--- src/rtl/gauss_conv3x3_pipe.sv ---
// 3x3 Gaussian convolution: masked products -> 9-way sum -> normalise/saturate, with global stall.
// Build option GAUSS_ROUND_EN: round-half-up before the normalising shift (truncate otherwise).

module gauss_conv3x3_tap #(
  parameter int DW = 8,
  parameter int CW = 4
) (
  input  logic             clk,
  input  logic             rst_n,
  input  logic             en,
  input  logic             keep,
  input  logic [DW-1:0]    pix,
  input  logic [CW-1:0]    coef,
  output logic [DW+CW-1:0] prod
);
  always_ff @(posedge clk or negedge rst_n)
    if (!rst_n)  prod <= '0;
    else if (en) prod <= keep ? (DW+CW)'(pix) * (DW+CW)'(coef) : '0;
endmodule

module gauss_conv3x3_pipe #(
  parameter int DATA_WIDTH = 8,
  parameter int COEF_WIDTH = 4,
  parameter int SHIFT      = 4,
  parameter int USER_WIDTH = 1
) (
  input  logic                    clk,
  input  logic                    rst_n,
  input  logic                    in_valid,
  output logic                    in_ready,
  input  logic [9*DATA_WIDTH-1:0] in_win,
  input  logic [3:0]              in_corner,
  input  logic [USER_WIDTH-1:0]   in_user,
  output logic                    out_valid,
  input  logic                    out_ready,
  output logic [DATA_WIDTH-1:0]   out_data,
  output logic [USER_WIDTH-1:0]   out_user,
  input  logic                    coef_we,
  input  logic [3:0]              coef_addr,
  input  logic [COEF_WIDTH-1:0]   coef_wdata,
  input  logic                    coef_commit
);
  localparam int ACC_W  = DATA_WIDTH + COEF_WIDTH + 4;
  localparam int PW     = DATA_WIDTH + COEF_WIDTH;
  localparam int STAGES = 3;
`ifdef GAUSS_ROUND_EN
  localparam int RND_SH = (SHIFT > 0) ? SHIFT - 1 : 0;
  localparam logic [ACC_W:0] RND = (SHIFT > 0) ? ((ACC_W+1)'(1) << RND_SH) : '0;
`else
  localparam logic [ACC_W:0] RND = '0;
`endif

  function automatic logic [8:0][COEF_WIDTH-1:0] coef_dflt();
    for (int i = 0; i < 9; i++)
      coef_dflt[i] = (i == 4) ? COEF_WIDTH'(4) : (i % 2 == 0) ? COEF_WIDTH'(1) : COEF_WIDTH'(2);
  endfunction

  logic [STAGES:1]               vld_pipe;
  logic                          stall, adv, in_fire;
  logic [8:0][COEF_WIDTH-1:0]    shadow, active;
  logic [8:0]                    mask;
  logic [8:0][PW-1:0]            prod;
  logic [ACC_W-1:0]              sum, acc;
  logic [ACC_W:0]                rnd, shifted;
  logic [DATA_WIDTH-1:0]         res;
  logic [USER_WIDTH-1:0]         user1, user2;

  assign stall     = vld_pipe[STAGES] & ~out_ready;
  assign adv       = ~stall;
  assign in_ready  = ~stall;
  assign in_fire   = in_valid & in_ready;
  assign out_valid = vld_pipe[STAGES];

  // Commit copies the pre-write shadow because both updates are non-blocking.
  always_ff @(posedge clk or negedge rst_n)
    if (!rst_n) begin
      shadow <= coef_dflt();
      active <= coef_dflt();
    end else begin
      if (coef_we && coef_addr < 4'd9) shadow[coef_addr] <= coef_wdata;
      if (coef_commit) active <= shadow;
    end

  always_comb begin
    mask = 9'h1ff;
    case (in_corner)
      4'd0: mask = 9'b000_000_000;
      4'd1: mask = 9'b000_011_011;
      4'd2: mask = 9'b000_110_110;
      4'd3: mask = 9'b011_011_011;
      4'd4: mask = 9'b110_110_110;
      4'd5: mask = 9'b011_011_000;
      4'd6: mask = 9'b110_110_000;
      default: mask = 9'h1ff;
    endcase
  end

  always_ff @(posedge clk or negedge rst_n)
    if (!rst_n)   vld_pipe <= '0;
    else if (adv) vld_pipe <= {vld_pipe[STAGES-1:1], in_fire};

  for (genvar i = 0; i < 9; i++) begin : g_tap
    gauss_conv3x3_tap #(.DW(DATA_WIDTH), .CW(COEF_WIDTH)) u_tap (
      .clk  (clk),
      .rst_n(rst_n),
      .en   (adv),
      .keep (mask[i]),
      .pix  (in_win[i*DATA_WIDTH +: DATA_WIDTH]),
      .coef (active[i]),
      .prod (prod[i])
    );
  end

  always_comb begin
    sum = '0;
    for (int i = 0; i < 9; i++) sum = sum + ACC_W'(prod[i]);
  end

  always_comb begin
    rnd     = {1'b0, acc} + RND;
    shifted = rnd >> SHIFT;
    res     = (|shifted[ACC_W:DATA_WIDTH]) ? '1 : shifted[DATA_WIDTH-1:0];
  end

  always_ff @(posedge clk or negedge rst_n)
    if (!rst_n) begin
      user1    <= '0;
      user2    <= '0;
      acc      <= '0;
      out_data <= '0;
      out_user <= '0;
    end else if (adv) begin
      user1    <= in_user;
      user2    <= user1;
      acc      <= sum;
      out_data <= res;
      out_user <= user2;
    end
endmodule

--- config.mk ---
export PLATFORM = sky130hd
export DESIGN_NAME = gauss_conv3x3_pipe
export DESIGN_NICKNAME = d
export VERILOG_FILES = /design/src/rtl/gauss_conv3x3_pipe.sv
export SDC_FILE = /design/constraint.sdc
export NUM_CORES = 1
export LEC_CHECK = 0
export CAP_MARGIN = 25
export CORE_ASPECT_RATIO = 0.6
export CORE_UTILIZATION = 30
export CTS_CLUSTER_DIAMETER = 100
export CTS_CLUSTER_SIZE = 16
export DETAILED_ROUTE_END_ITERATION = 10
export HOLD_SLACK_MARGIN = 0.03
export RECOVER_POWER = 25
export SLEW_MARGIN = 10
export SYNTH_ARGS = -nofsm -noshare
export SYNTH_HDL_FRONTEND = slang
export SYNTH_SLANG_ARGS = --single-unit
--- constraint.sdc ---
create_clock -name clk -period 5.8 [get_ports clk]
set_input_delay 0.58 -clock clk [delete_from_list [all_inputs] [get_ports clk]]
set_output_delay 0.58 -clock clk [all_outputs]
set_load 0.05 [all_outputs]
==> results list <==
* Outcome: complete, but fails checks
- Violated checks: max-capacitance violations, max-slew violations
- Worst max-slew margin expressed relative to the limit: -1.38%
- Port-buffer cells: 101
* Tot GR Track Use: between 10% and 20%
- The worst setup path is launched from a flip-flop.
* Final global-route overflow total: 0
* Seq/Total Area, Yosys: 28.3%
- R2r worst-path depth: 13
- Total negative slack for setup checks: 0 ns
* Biggest cell delay along the critical path: 0.58 ns
- Gpl congestion: 0.868
- The number of antenna violations at the first check in global routing came to 2.
* Global-route wire length before repair: ~77 mm
* Type of the tightest min-delay check: in -> async
* Synthesized instance count: approximately 1,900
- Slowest-stage cell, CP: sky130_fd_sc_hd__fa_1
- The post-route netlist has just under 7% of its cells at a drive strength greater than 1.
* Post-DP HPWL: 39.5 mm
* Number of synthesized register bits: about 210
* Min Tclk post-route: 4.44 ns
- The detailed router placed 13,500 vias in this run.
- Of all cell types, the one taking the most synthesized area is sky130_fd_sc_hd__dfrtp_1.
- Worst reg2reg setup slack: 1.36 ns
- The tightest hold path in the finished design has a slack of 0.108 ns.
- The number of slew-limit violations in the final report was 18.
- Setup repair after global routing left no endpoint under its margin.
- Post-CTS Repair Setup Buffers: 0
- From left edge to right edge, the die measures 321 um.
- Average routed wire per standard cell: 17.3 um
- For the pin with the worst max-slew slack, the measured transition is 1.52 ns.
- CTS root buf: sky130_fd_sc_hd__clkbuf_16
- The total area inside the core boundary comes to 0.0597 mm^2.
- Clock Pin Slew Worst Setup and Hold Paths: 0.09 ns
- After synthesis the cells add up to between 0.015 and 0.02 mm^2.
- Startpoint of the most critical register-to-register path: g_tap[6].u_tap.prod[4]
* Worst Skew: 0.0309 ns
- TritonCTS clock tree: done
* Count of fill cells added during filler insertion: 6,073
* Type of element capturing the critical path: flip-flop
- Share of synthesized registers carrying an async set or reset: 100%
- The final hold violation count is 0.
* Final standard cell count with taps included and fillers excluded: about 2,800
- STA puts the critical path data required time at approximately 6.2 ns.
- Series of cell instances along the critical path: fa_1, fa_1, fa_1, inv_1, fa_1, inv_1, ha_1, a21o_1, a21o_1, or4_4, a31oi_1, xor2_1, o21ai_1
- The die covers 0.0621 mm^2.
- Number of top-level pins: roughly 100
- The worst register-to-register path ends at acc[9].
- Synthesis instantiated 65 different standard cells from the library.
- Worst setup path startpoint: g_tap[6].u_tap.prod[4]
- CP most frequent cell: sky130_fd_sc_hd__fa_1
* Post-cts hold buffer count: 0
- Mean Syn Cell Area: 9.79 um^2
- Combined area of the multi-input logic cells: 0.0119 mm^2
- TritonCTS buffer count: 16
* Syn_nets: between 2,000 and 2,500
- The area growth from synthesis to layout is 13.1%.
- Once detail routing completed, the nets flagged for antenna violations numbered 0.
* Area contributors post-synth: sky130_fd_sc_hd__dfrtp_1 (26%), sky130_fd_sc_hd__fa_1 (21%), sky130_fd_sc_hd__ha_1 (11%), sky130_fd_sc_hd__nand2_1 (5.7%), sky130_fd_sc_hd__inv_1 (5.6%)
- After detailed routing, the number of remaining DRC violations is 0.
- The later pin in the worst-skew pair is clocked with a latency of 0.52 ns.
* Maximum number of pins on one net before global-route repair: 115
- Top-area cell type share of the netlist area: 25.7%
* Via count of the first global-routing pass: 13,700
- The sequential cells in the finished layout cover a total of approximately 0.0052 mm^2.
- Maximum level of the CTS H-tree: 1
- For this run, the top clock speed supported by timing is approximately 0.23 GHz.
* Effective utilization at floorplan: a little under a third
- Data arrival time of the worst path: 4.81 ns
* Most frequently used flop master after synthesis: sky130_fd_sc_hd__dfrtp_1
- Wirelength, routed: 47.8 mm
- Post-layout nets: between 2,000 and 2,500
- Count of flip-flops with a built-in enable after synthesis: 0
* Vertical die dimension: 193 um
- Maximum number of buffers from clock root to sink: 3
- Initial DRC count: 889
* Length of the first detailed-routing pass in iterations: 5
- Along the worst path, the maximum fanout reaches 5.
- Maxcap violations: 1
* Standard-cell rows: 69
- Classification of the worst setup path: reg -> reg
- Final cycle utilization of the critical path: 76.5%
* Placed Cells: roughly 2,700
- Once layout is complete, the utilization of the core stands at around a third.
- CTS sink cnt: 206
* Vias per cell: 4.86
* Final number of setup-violating endpoints: 0
- Warnings from Yosys: 0
- Post-cts gate resize count: 0
[cell usage in the layout (no fill, tap or decap), types with 32 or more instances in the layout]
cell,count
sky130_fd_sc_hd__and2_1,109
sky130_fd_sc_hd__dfrtp_1,188
sky130_fd_sc_hd__fa_1,189
sky130_fd_sc_hd__o21ai_0,68
sky130_fd_sc_hd__ha_1,158
sky130_fd_sc_hd__xor2_1,32
sky130_fd_sc_hd__nand2_1,276
sky130_fd_sc_hd__nor2_1,44
sky130_fd_sc_hd__inv_1,273
sky130_fd_sc_hd__mux2_2,74
sky130_fd_sc_hd__a21oi_1,42
sky130_fd_sc_hd__clkdlybuf4s50_1,99
[flip-flops by register name, indices dropped and copies added, names as in the netlist]
signal,cells
active,36
vld_pipe,3
user2,1
out_data,8
g_tap.u_tap.prod,108
user1,1
out_user,1
shadow,36
acc,12
[metal layers]
layer | track usage (%) | share of wire (%)
met4 | 1.52 | 0.82
met5 | 0 | 0
met1 | 25.1 | 52
met2 | 21.7 | 40
met3 | 3.87 | 7.6
[kinds of logic (layout without fill, tap and decap cells)]
group | count (synthesis) | count (layout) | share of synthesized area, %
and+or+nand+nor | 553 | 553 | 14.6
xor gates and xnor gates | 43 | 43 | 2.06
muxes | 80 | 80 | 4.88
other | 0 | 1 | 0
AOI/OAI and AO/OA | 313 | 313 | 11.8
adders and majority gates | 348 | 348 | 31.5
DFF | 206 | 206 | 28.3
buffers and inverters | 329 | 412 | 6.87
[cell type report]
type	instances	share of cell area, %
multi-input cells	1337	57.4
inverters	274	4.96
flip-flops and latches	206	25.0
clock buffers	27	2.28
well taps	816	4.93
diodes	1	0.0121
repair buffers	111	5.46
[critical path, delay by kind of cell, from the launching register on]
family | cells | cell delay (ns)
fa+ha+maj | 5 | 2.38
compound gates | 4 | 0.74
simple gates | 1 | 0.48
flops | 1 | 0.41
xor+xnor | 1 | 0.18
buf+inv | 2 | 0.09
[worst max-delay path by stage]
stage | slack (ns) | depth (start not counted) | endpoint
floorplan | 1.63 | 13 | acc[10]
global placement | 1.42 | 13 | acc[10]
detailed placement | 1.41 | 13 | acc[9]
CTS | 1.36 | 13 | acc[9]
global route | 1.21 | 13 | acc[11]
finish | 1.36 | 13 | acc[9]
[cell usage after synthesis, drive strengths merged (4+ instances only)]
cell type  count
nand2        276
inv          274
fa           189
dfrtp        188
ha           158
and2         109
o21ai         80
mux2          74
clkbuf        49
nor2          44
a21oi         42
xor2          32
o21a          31
nor3          28
nor2b         26
a21o          24
a22o          23
dfstp         18
nor3b         17
o22ai         15
a32o          13
o31ai         12
a31oi         11
or3           11
xnor2         11
nand3         10
o32ai         10
a21boi         9
nand3b         8
o211ai         8
o22a           8
buf            6
mux2i          6
nand2b         6
a2111oi        4
or4            4
[metrics by stage]
stage / cell area [um^2] / setup slack (ns)
after CTS: 20700 / 1.36
after detailed placement: 20300 / 1.41
after global routing: 20700 / 1.21
after floorplan: 18300 / 1.63
final: 20700 / 1.36
after global placement: 20200 / 1.42
Power is left out: the tool's default activity adds up to more than one toggle a clock period on the data nets, which glitch-free logic cannot reach.
